$ cat config.mk
export PLATFORM = sky130hd
export DESIGN_NAME = sig_debounce
export DESIGN_NICKNAME = d
export VERILOG_FILES = /design/src/rtl/sig_debounce_pkg.sv /design/src/rtl/deb_chan.sv /design/src/rtl/sig_debounce.sv
export SDC_FILE = /design/constraint.sdc
export NUM_CORES = 1
export LEC_CHECK = 0
export ABC_CLOCK_PERIOD_IN_PS = 4600
export CORE_AREA = 2 2 77 79
export CTS_CLUSTER_DIAMETER = 200
export CTS_CLUSTER_SIZE = 16
export DETAILED_ROUTE_END_ITERATION = 7
export DIE_AREA = 0 0 79 81
export PLACE_DENSITY = 0.71
export SYNTH_ARGS = -nofsm -noshare
export SYNTH_HDL_FRONTEND = slang
export SYNTH_HIERARCHICAL = 1
export SYNTH_SLANG_ARGS = --single-unit
$ cat constraint.sdc
create_clock -name clk -period 4.6 [get_ports clk]
set_input_delay 0.92 -clock clk [delete_from_list [all_inputs] [get_ports clk]]
set_output_delay 0.92 -clock clk [all_outputs]
set_load 0.05 [all_outputs]
$ cat src/rtl/sig_debounce_pkg.sv
// sig_debounce_pkg: shared definitions for the three-channel input debouncer.
//   deb_state_e : per-channel debounce state (bit 1 of the encoding is the
//                 debounced level, so the level output is a direct flop bit)
//   DEB_CNT_DEF : default number of consecutive cycles a new level must hold
//   NUM_CH      : number of debounced channels
package sig_debounce_pkg;

    typedef enum logic [1:0] {
        ST_LO  = 2'b00,
        CHK_HI = 2'b01,
        ST_HI  = 2'b10,
        CHK_LO = 2'b11
    } deb_state_e;

    localparam int DEB_CNT_DEF = 16;
    localparam int NUM_CH      = 3;

endpackage

$ cat src/rtl/deb_chan.sv
// deb_chan: one debounce channel -- 2-flop synchroniser, 4-state FSM, counter.
//   clk     : system clock
//   reset_n : asynchronous active-low reset
//   raw     : unsynchronised, possibly bouncing input
//   level   : debounced level (1 in ST_HI / CHK_LO)
//   rise    : one-cycle pulse on the edge the level is accepted 0->1
module deb_chan
    import sig_debounce_pkg::*;
#(
    parameter int DEB_CNT = DEB_CNT_DEF,
    parameter int CNT_W   = 16
) (
    input  logic clk,
    input  logic reset_n,
    input  logic raw,
    output logic level,
    output logic rise
);

    localparam logic [CNT_W-1:0] CNT_ONE  = CNT_W'(1);
    localparam logic [CNT_W-1:0] CNT_LAST = CNT_W'(DEB_CNT - 1);

    logic             s1_q, s2_q;
    deb_state_e       state_q, state_d;
    logic [CNT_W-1:0] cnt_q, cnt_d;
    logic             rise_q, rise_d;

    // Synchroniser: raw only ever reaches s1_q.
    always_ff @(posedge clk or negedge reset_n) begin
        if (!reset_n) begin
            s1_q <= 1'b0;
            s2_q <= 1'b0;
        end else begin
            s1_q <= raw;
            s2_q <= s1_q;
        end
    end

    // State register
    always_ff @(posedge clk or negedge reset_n) begin
        if (!reset_n) begin
            state_q <= ST_LO;
            cnt_q   <= '0;
            rise_q  <= 1'b0;
        end else begin
            state_q <= state_d;
            cnt_q   <= cnt_d;
            rise_q  <= rise_d;
        end
    end

    // Next state. The counter is cleared on every exit from a CHK state, so
    // it tops out at CNT_LAST and cannot wrap.
    always_comb begin
        state_d = state_q;
        cnt_d   = '0;
        rise_d  = 1'b0;
        case (state_q)
            ST_LO: begin
                if (s2_q) begin
                    state_d = CHK_HI;
                    cnt_d   = CNT_ONE;
                end
            end
            CHK_HI: begin
                if (!s2_q) begin
                    state_d = ST_LO;
                end else if (cnt_q == CNT_LAST) begin
                    state_d = ST_HI;
                    rise_d  = 1'b1;
                end else begin
                    cnt_d = cnt_q + CNT_ONE;
                end
            end
            ST_HI: begin
                if (!s2_q) begin
                    state_d = CHK_LO;
                    cnt_d   = CNT_ONE;
                end
            end
            CHK_LO: begin
                if (s2_q) begin
                    state_d = ST_HI;
                end else if (cnt_q == CNT_LAST) begin
                    state_d = ST_LO;
                end else begin
                    cnt_d = cnt_q + CNT_ONE;
                end
            end
            default: state_d = ST_LO;
        endcase
    end

    // Outputs come straight from flops, so they are glitch-free.
    always_comb begin
        level = (state_q == ST_HI) || (state_q == CHK_LO);
        rise  = rise_q;
    end

endmodule

$ cat src/rtl/sig_debounce.sv
// sig_debounce: three independent debounce channels feeding the control FSM.
//   clk       : system clock
//   reset_n   : asynchronous active-low reset
//   raw_in    : raw inputs, bit0->sig1, bit1->sig2, bit2->sig3
//   sig1..3   : debounced levels
//   rise      : per-channel one-cycle rising-edge strobes
module sig_debounce
    import sig_debounce_pkg::*;
#(
    parameter int DEB_CNT = DEB_CNT_DEF,
    parameter int CNT_W   = 16
) (
    input  logic              clk,
    input  logic              reset_n,
    input  logic [NUM_CH-1:0] raw_in,
    output logic              sig1,
    output logic              sig2,
    output logic              sig3,
    output logic [NUM_CH-1:0] rise
);

    logic [NUM_CH-1:0] level;

    for (genvar g = 0; g < NUM_CH; g++) begin : g_ch
        deb_chan #(
            .DEB_CNT (DEB_CNT),
            .CNT_W   (CNT_W)
        ) u_chan (
            .clk     (clk),
            .reset_n (reset_n),
            .raw     (raw_in[g]),
            .level   (level[g]),
            .rise    (rise[g])
        );
    end

    assign sig1 = level[0];
    assign sig2 = level[1];
    assign sig3 = level[2];

endmodule

==> metrics.yaml, run 1 <==
drive_gt1_frac: 0.0925
grt_pass1_vias: 1834
cts_htree_levels: 3
hold_class: "flop to flop"
place.gp.congestion: 0.848
slowest_delay_ns: 0.83
final_core_util: 0.569
hold_viol: 0
postPlaceCellArea_sq_um: 3050
worstPathArrival_ns: 1.60
io_buffers: 10
power_switching_mw: 0.222
avgSynthCellArea_sq_um: 10.6
ant_nets: 0
synth_top_flop_cell: "dfrtp_1"
die_w_um: 79
cellPowerDensity_nw_per_um2: 323
core-area_sq_um: 5680
avgRoutedWirePerCell_um: 12.8
seqPwrFrac: 0.546
synth_nets: 287
cts_resized: 0
via_per_inst: 5.26
critPathBufInv: 1
firstDrtPassIters: 4
setup_violations: 0
grt_pass1_wl_um: 8380
async_flop_share: 1.00
dpl.hpwl_um: 3070
clock_sinks: 63
syn_inst: 279
report.final.slew_viol_count: 0
clk_path_buf_depth: 2
area_delta_synth_final_pct: 9.45
crit_path_start_kind: "flop"
crit_path_top_delay_cell: "clkdlybuf4s50_1"
worst_slew_pin_slew_ns: 0.782
grt_max_degree: 64
power_leakage_nw: 1.34
cp_max_fo: 6
place_worst_setup_slack_ns: 2.36
grt_antenna_before_repair: 0
synth.cell_area_sq_um: 2950
rsz0062_at_grt: "no"
netlist-cell-type-count: 38
drc: 0
synth_edf_count: 0
via_count: 1932
initialDrtViolationCount: 120
crit_family: "buffers and inverters"
status: "finished clean"
wirelength_um: 4700
die_y_um: 81
final_cell_area_sq_um: 3230
peakVddDrop_mv: 0.177
diodes: 0
cts_buffers: 9
final.setup.tns_ns: 0
fin_nets: 297
cts_setup_buffers: 0
period_minus_slack_ns: 2.52
crit_path_end_kind: "primary output"
fin_cells: 367
synth_warnings: 6
ys_ff_latch: 63
timing.fmax_ghz: 0.397
grt_overflow: 0
crit_chain: "clkdlybuf4s50_1"
period_share: 0.547
cts_root_buf: "clkbuf_8"
relSlewSlack: 0.479
clkTransAtPathRegs_ns: 0.06
synth-seq-area-share: 0.534
pwr-share-comb: 0.030
path_class: "flop to primary output"
top_level_ports: 11
p_clk_frac: 0.424
p_sw_frac: 0.213
initial_core_util: 0.520
clock_skew_ns: 0.00504
grt_use_total: 0.173
post-place-cells: 353
setup_ws_ns: 2.08
cp.required_ns: 3.68
internal-power_mw: 0.821
die_area_sq_um: 6400
holdBufCountCts: 0
cts_tree: "done"
fp-row-count: 28
worstSkewPairLatency_ns: 0.34
max-cap-violations: 0
kinds of logic after synthesis:
| kind of cell | after synthesis | synth area share |
|---|---|---|
| compound gates | 9 | 0.0199 |
| xor+xnor | 43 | 0.128 |
| fa+ha+maj | 3 | 0.0127 |
| buf+inv | 21 | 0.0453 |
| flops | 63 | 0.534 |
| mux | 3 | 0.0140 |
| simple gates | 137 | 0.247 |
metrics by stage:
step	total power [mW]	hold slack, ns
floorplan	0.598	0.331
global placement	0.612	0.333
detailed placement	0.613	0.337
CTS	1.06	0.351
global route	1.09	0.358
finish	1.04	0.347
synth_stat cells, types with 3 or more instances:
cell | instances | area [sq um]
and3_1 | 4 | 25.0
nor3_1 | 8 | 40.0
and4_1 | 5 | 43.8
nor2_1 | 47 | 176
or4_1 | 4 | 30.0
a21oi_1 | 3 | 15.0
inv_1 | 9 | 33.8
nor4_1 | 11 | 68.8
xor2_1 | 18 | 158
buf_4 | 3 | 22.5
nand4_1 | 15 | 93.8
xnor2_1 | 25 | 219
nand2_1 | 13 | 48.8
nor3b_1 | 3 | 22.5
nand3_1 | 14 | 70.1
ha_1 | 3 | 37.5
dfrtp_1 | 63 | 1580
buf_6 | 4 | 45.0
state kept, by name, summed over array words and instances, names as in the netlist, named ones only:
name and count:
g_ch.u_chan/cnt_q 48, g_ch.u_chan/s1_q 3, g_ch.u_chan/state_q 3, g_ch.u_chan/rise 3, g_ch.u_chan/s2_q 3
power by group through the flow:
stage	combinational [mW]	sequential, mW	clock, mW
after floorplan	0.0207	0.578	0
after global placement	0.0329	0.579	0
after detailed placement	0.0331	0.580	0
after CTS	0.0332	0.569	0.458
after global routing	0.0380	0.570	0.487
final	0.0317	0.569	0.442
cells in the final DEF (no fill, tap or decap), types with 3 or more instances in the layout:
cell type	instances
ha_1	3
dfrtp_1	63
and3_1	4
nor2_1	47
nand4_1	15
clkdlybuf4s50_1	9
or4_1	4
nand3_1	14
xnor2_1	25
nor3_1	8
nor3b_1	3
clkbuf_8	13
nor4_1	11
nand2_1	13
and4_1	5
inv_1	9
a21oi_1	3
xor2_1	18
layout make-up:
cell class | count | area [sq um]
timing repair buffer | 11 | 103
multi-input combinational | 195 | 1240
tap | 75 | 93.8
clock buffer | 14 | 183
inverter | 9 | 33.8
fill | 521 | 2440
sequential | 63 | 1580
path summary, 6_finish.rpt:
| check | start | endpoint | slack (ns) | depth (start not counted) |
|---|---|---|---|---|
| worst max-delay path | flop | sig3 | 2.08 | 1 |
| worst min-delay path | g_ch[1].u_chan/s1_q | g_ch[1].u_chan/s2_q | 0.35 | 0 |
| worst max register to register | g_ch[0].u_chan/cnt_q[5] | g_ch[0].u_chan/cnt_q[6] | 2.34 | 4 |
| worst min register to register | g_ch[1].u_chan/s1_q | g_ch[1].u_chan/s2_q | 0.35 | 0 |
| max in group asynchronous | reset_n | g_ch[2].u_chan/cnt_q[8] | 3.36 | 2 |
| min in group asynchronous | reset_n | g_ch[0].u_chan/rise | 0.72 | 2 |
layer usage:
layer,part of all wire,GRT usage,up-vias
li1,-,-,981
met1,0.49,0.233,918
met2,0.46,0.250,26
met3,0.037,0.0767,7
met4,0.014,0.0621,0
met5,0,0,-
Power figures use the tool's default switching activity.
==> run 2: changes to the inputs <==
ABC_CLOCK_PERIOD_IN_PS = 2600   (was 4600)
clock period = 2.6 ns   (was 4.6 ns; I/O delays follow)
==> run 2 against run 1 <==
  * Sequential power up 78%
  * Register-to-register slack got worse by 1.8 ns
  * Setup slack got worse by 1.6 ns
  * Via count is 4.1% higher
  * Clock skew is 0.0016 ns higher
==> metrics.yaml, run 2 (synthesized netlist as in run 1, its figures left out) <==
slowest_delay_ns: 0.84
diodes: 0
firstDrtPassIters: 4
internal-power_mw: 1.53
path_class: "flop to primary output"
die_y_um: 81
place.gp.congestion: 0.774
grt_pass1_wl_um: 8890
timing.rr.end: "g_ch[2].u_chan/cnt_q[0]"
grt_use_total: 0.179
cp.required_ns: 2.08
setup_violations: 0
route.met3.wl_um: 159
critPathBufInv: 1
regMostFlops: "g_ch.u_chan/cnt_q"
area_delta_synth_final_pct: 11.0
crit_chain: "clkdlybuf4s50_1"
pwr-share-comb: 0.032
fin_cells: 370
m1WireLength_um: 2210
worstSkewPairLatency_ns: 0.33
layout_commonest_cell: "dfrtp_1"
crit_path_end: "sig3"
post-place-cells: 354
die_area_sq_um: 6400
finalPower_mw: 1.94
cts_htree_levels: 3
cellPowerDensity_nw_per_um2: 592
seqPwrFrac: 0.519
via_count: 2011
met2WireLength_um: 2510
fp-row-count: 28
final.setup.tns_ns: 0
drive_gt1_frac: 0.102
top_level_ports: 11
p_clk_frac: 0.449
cts_setup_buffers: 0
dpl.hpwl_um: 3290
grt_overflow: 0
cp_max_fo: 6
io_buffers: 10
fin_nets: 298
crit_path_end_kind: "primary output"
holdBufCountCts: 0
status: "finished clean"
wirelength_um: 4980
worstPathArrival_ns: 1.61
r2r_slack_ns: 0.58
initialDrtViolationCount: 85
reg2reg_depth: 4
via_per_inst: 5.44
power_leakage_nw: 1.37
dr.max_layer_used: "met4"
relSlewSlack: 0.592
largest_reg_flops: 48
rsz0062_at_grt: "no"
final_core_util: 0.578
grt_pass1_vias: 2054
power_switching_mw: 0.406
hold_viol: 0
hold_slack_ns: 0.199
worstReg2RegStart: "g_ch[2].u_chan/cnt_q[12]"
hold_class: "input pin to asynchronous set/reset pin"
drc: 0
worst_slew_pin_slew_ns: 0.612
initial_core_util: 0.520
grt_antenna_before_repair: 0
report.final.slew_viol_count: 0
max-cap-violations: 0
clkTransAtPathRegs_ns: 0.07
core-area_sq_um: 5680
avgRoutedWirePerCell_um: 13.5
clock_skew_ns: 0.00662
clk_path_buf_depth: 2
cp.depth: 1
cts_resized: 0
period_share: 0.821
clock_sinks: 63
p_sw_frac: 0.209
cts_buffers: 9
crit_path_start_kind: "flop"
grt_max_degree: 39
cts_root_buf: "clkbuf_8"
peakVddDrop_mv: 0.396
crit_family: "buffers and inverters"
period_minus_slack_ns: 2.13
cts_tree: "done"
crit_path_top_delay_cell: "clkdlybuf4s50_1"
timing.fmax_ghz: 0.469
ant_nets: 0
die_w_um: 79
layout_common_cells: "63 x dfrtp_1, 47 x nor2_1, 25 x xnor2_1"
==> run 2: worst reg2reg max path: cells and delay by family (launching register included) <==
kind	cells	cell delay (ns)
flops	1	0.42
simple gates	3	1.34
compound gates	1	0.13
==> run 2: stage by stage <==
| step | worst slack (ns) | cell area (sq um) |
|---|---|---|
| 2_1_floorplan | 0.789 | 2950 |
| 3_3_place_gp | 0.607 | 3070 |
| 3_5_place_dp | 0.555 | 3070 |
| 4_1_cts | 0.453 | 3280 |
| 5_1_grt | 0.396 | 3280 |
| 6_report | 0.466 | 3280 |
==> run 2: area by class of cell <==
cell class,instances,area (sq um)
Multi-Input combinational cell,195,1240
Tap cell,75,93.8
Clock buffer,13,169
Fill cell,502,2400
Clock inverter,3,40.0
Inverter,9,33.8
Timing Repair Buffer,12,123
Sequential cell,63,1580
==> run 2: power by group through the flow <==
stage	combinational [mW]	clock, mW	sequential (mW)
detailed placement	0.0635	0	1.03
global route	0.0705	0.942	1.01
global placement	0.0619	0	1.02
floorplan	0.0367	0	1.02
CTS	0.0638	0.900	1.01
finish	0.0614	0.872	1.01
==> run 2: worst min path at each step <==
stage	from	endpoint	slack, ns	cells after the start
after floorplan	reset_n	asynchronous set/reset pin	0.22	0
after global placement	g_ch[2].u_chan/s1_q	g_ch[2].u_chan/s2_q	0.33	0
after detailed placement	g_ch[2].u_chan/s1_q	g_ch[2].u_chan/s2_q	0.34	0
after CTS	reset_n	g_ch[1].u_chan/cnt_q[4]	0.21	1
after global routing	reset_n	g_ch[1].u_chan/cnt_q[9]	0.23	1
final	reset_n	g_ch[1].u_chan/cnt_q[4]	0.20	1
==> run 2: layer usage <==
metal,vias to the layer above,global-route usage
met3,10,0.0411
met1,984,0.222
li1,983,-
met2,34,0.293
met5,-,0
met4,0,0.0966
==> run 3: changes to the inputs <==
ABC_CLOCK_PERIOD_IN_PS = 1900   (was 2600)
PLACE_DENSITY = 0.74   (was 0.71)
clock period = 1.9 ns   (was 2.6 ns; I/O delays follow)
==> run 3 against run 2 <==
  * Routed wire length rose by 1.9%
  * Clock skew is 0.0026 ns higher
  * Final area rose by 3.8%
  * Clock power grew 22%
  * Global-route usage shrank 0.33 points
  * Via count is 1.5% higher
  * Highest routed layer unchanged
==> metrics.yaml, run 3 (synthesized netlist as in run 1, its figures left out) <==
status: "finished clean"
max-cap-violations: 0
path_class: "flop to primary output"
crit_path_end_kind: "primary output"
wirelength_um: 5070
critPathBufInv: 1
area_delta_synth_final_pct: 15.2
place_worst_setup_slack_ns: 0.0431
cp.depth: 1
slowest_delay_ns: 0.80
place.gp.congestion: 0.820
io_buffers: 10
route.met3.wl_um: 144
initialDrtViolationCount: 189
dr.max_layer_used: "met4"
worstPathArrival_ns: 1.46
fp-row-count: 28
fin_nets: 314
diodes: 0
via_count: 2041
period_share: 0.968
worstSkewPairLatency_ns: 0.33
avgRoutedWirePerCell_um: 13.2
layout_commonest_cell: "dfrtp_1"
hold_viol: 0
power_leakage_nw: 1.45
grt_max_degree: 64
grt_pass1_wl_um: 8720
cts_root_buf: "clkbuf_8"
cts_setup_buffers: 0
period_minus_slack_ns: 1.84
die_y_um: 81
relSlewSlack: 0.671
clkTransAtPathRegs_ns: 0.06
seqCellArea_sq_um: 1580
cp_max_fo: 1
regMostFlops: "g_ch.u_chan/cnt_q"
peakVddDrop_mv: 0.405
fin_cells: 385
cts_tree: "done"
report.final.slew_viol_count: 0
die_w_um: 79
crit_path_start_kind: "flop"
crit_family: "buffers and inverters"
clk_path_buf_depth: 2
crit_chain: "clkdlybuf4s50_1"
initial_core_util: 0.520
timing.fmax_ghz: 0.544
layout_common_cells: "63 x dfrtp_1, 47 x nor2_1, 25 x xnor2_1"
cts_htree_levels: 3
crit_path_top_delay_cell: "clkdlybuf4s50_1"
cp.required_ns: 1.52
firstDrtPassIters: 4
grt_use_total: 0.176
m1WireLength_um: 2370
largest_reg_flops: 48
reg2reg_depth: 4
die_area_sq_um: 6400
setup_ws_ns: 0.0608
fillers: 475
met2WireLength_um: 2500
core-area_sq_um: 5680
dpl.hpwl_um: 3460
grt_overflow: 0
clock_sinks: 63
setup_violations: 0
ant_nets: 0
top_level_ports: 11
grt_pass1_vias: 1962
cts_buffers: 9
drive_gt1_frac: 0.168
drc: 0
cellPowerDensity_nw_per_um2: 743
clock_skew_ns: 0.00922
worst_slew_pin_slew_ns: 0.492
hold_class: "input pin to asynchronous set/reset pin"
multi_input_comb_area_sq_um: 1270
post-place-cells: 370
via_per_inst: 5.30
grt_antenna_before_repair: 0
run 3: changes by cell type in the layout (fill, tap and decap cells not counted), moves of 2 or more:
cell | previous run | this run
clkdlybuf4s50_1 | 9 | 6
nor4_4 | 0 | 2
nand2_2 | 0 | 2
buf_4 | 1 | 19
nand2_1 | 13 | 11
nor4_2 | 2 | 0
run 3: layer usage:
metal / global-route usage / up-vias
li1: - / 1011
met1: 0.230 / 998
met2: 0.282 / 28
met3: 0.0400 / 4
met4: 0.0776 / 0
met5: 0 / -
run 3: layout make-up:
| type | instances | area share |
|---|---|---|
| multi-input cells | 195 | 0.373 |
| flip-flops and latches | 63 | 0.463 |
| well taps | 75 | 0.0276 |
| clock buffers | 12 | 0.0485 |
| repair buffers | 28 | 0.0728 |
| inverters | 9 | 0.00993 |
| clock inverters | 3 | 0.00515 |
run 3: what timing repair did:
action | in CTS | in global routing
hold buffers | 0 | 0
endpoints found under the setup margin | 0 | 12
resized for setup | 0 | 7
run 3: final timing paths:
kind | startpoint | end | slack (ns)
worst max-delay path | g_ch[1].u_chan/rise | rise[1] | 0.06
worst min-delay path | reset_n | g_ch[2].u_chan/rise | 0.06
worst max register to register | g_ch[0].u_chan/cnt_q[5] | flop | 0.07
worst min register to register | g_ch[1].u_chan/s1_q | g_ch[1].u_chan/s2_q | 0.35
max in group asynchronous | reset_n | g_ch[2].u_chan/cnt_q[7] | 1.59
min in group clk | g_ch[1].u_chan/s1_q | g_ch[1].u_chan/s2_q | 0.35
run 3: stage by stage:
| step | TNS (ns) | hold WS (ns) | area, sq um | total power [mW] | utilization |
|---|---|---|---|---|---|
| 3_3_place_gp | 0 | 0.333 | 3190 | 1.50 | 0.563 |
| 5_1_grt | -0.174 | 0.0779 | 3400 | 2.62 | 0.599 |
| 6_report | 0 | 0.0553 | 3400 | 2.53 | 0.599 |
| 4_1_cts | 0 | 0.0626 | 3380 | 2.56 | 0.595 |
| 2_1_floorplan | 0 | 0.0844 | 2950 | 1.45 | - |
| 3_5_place_dp | 0 | 0.335 | 3190 | 1.50 | 0.563 |
run 3: report_power, final:
part           total, mW  internal, mW  switching, mW
Clock               1.06         0.569          0.488
Combinational     0.0953        0.0375         0.0578
Sequential          1.38          1.36         0.0164
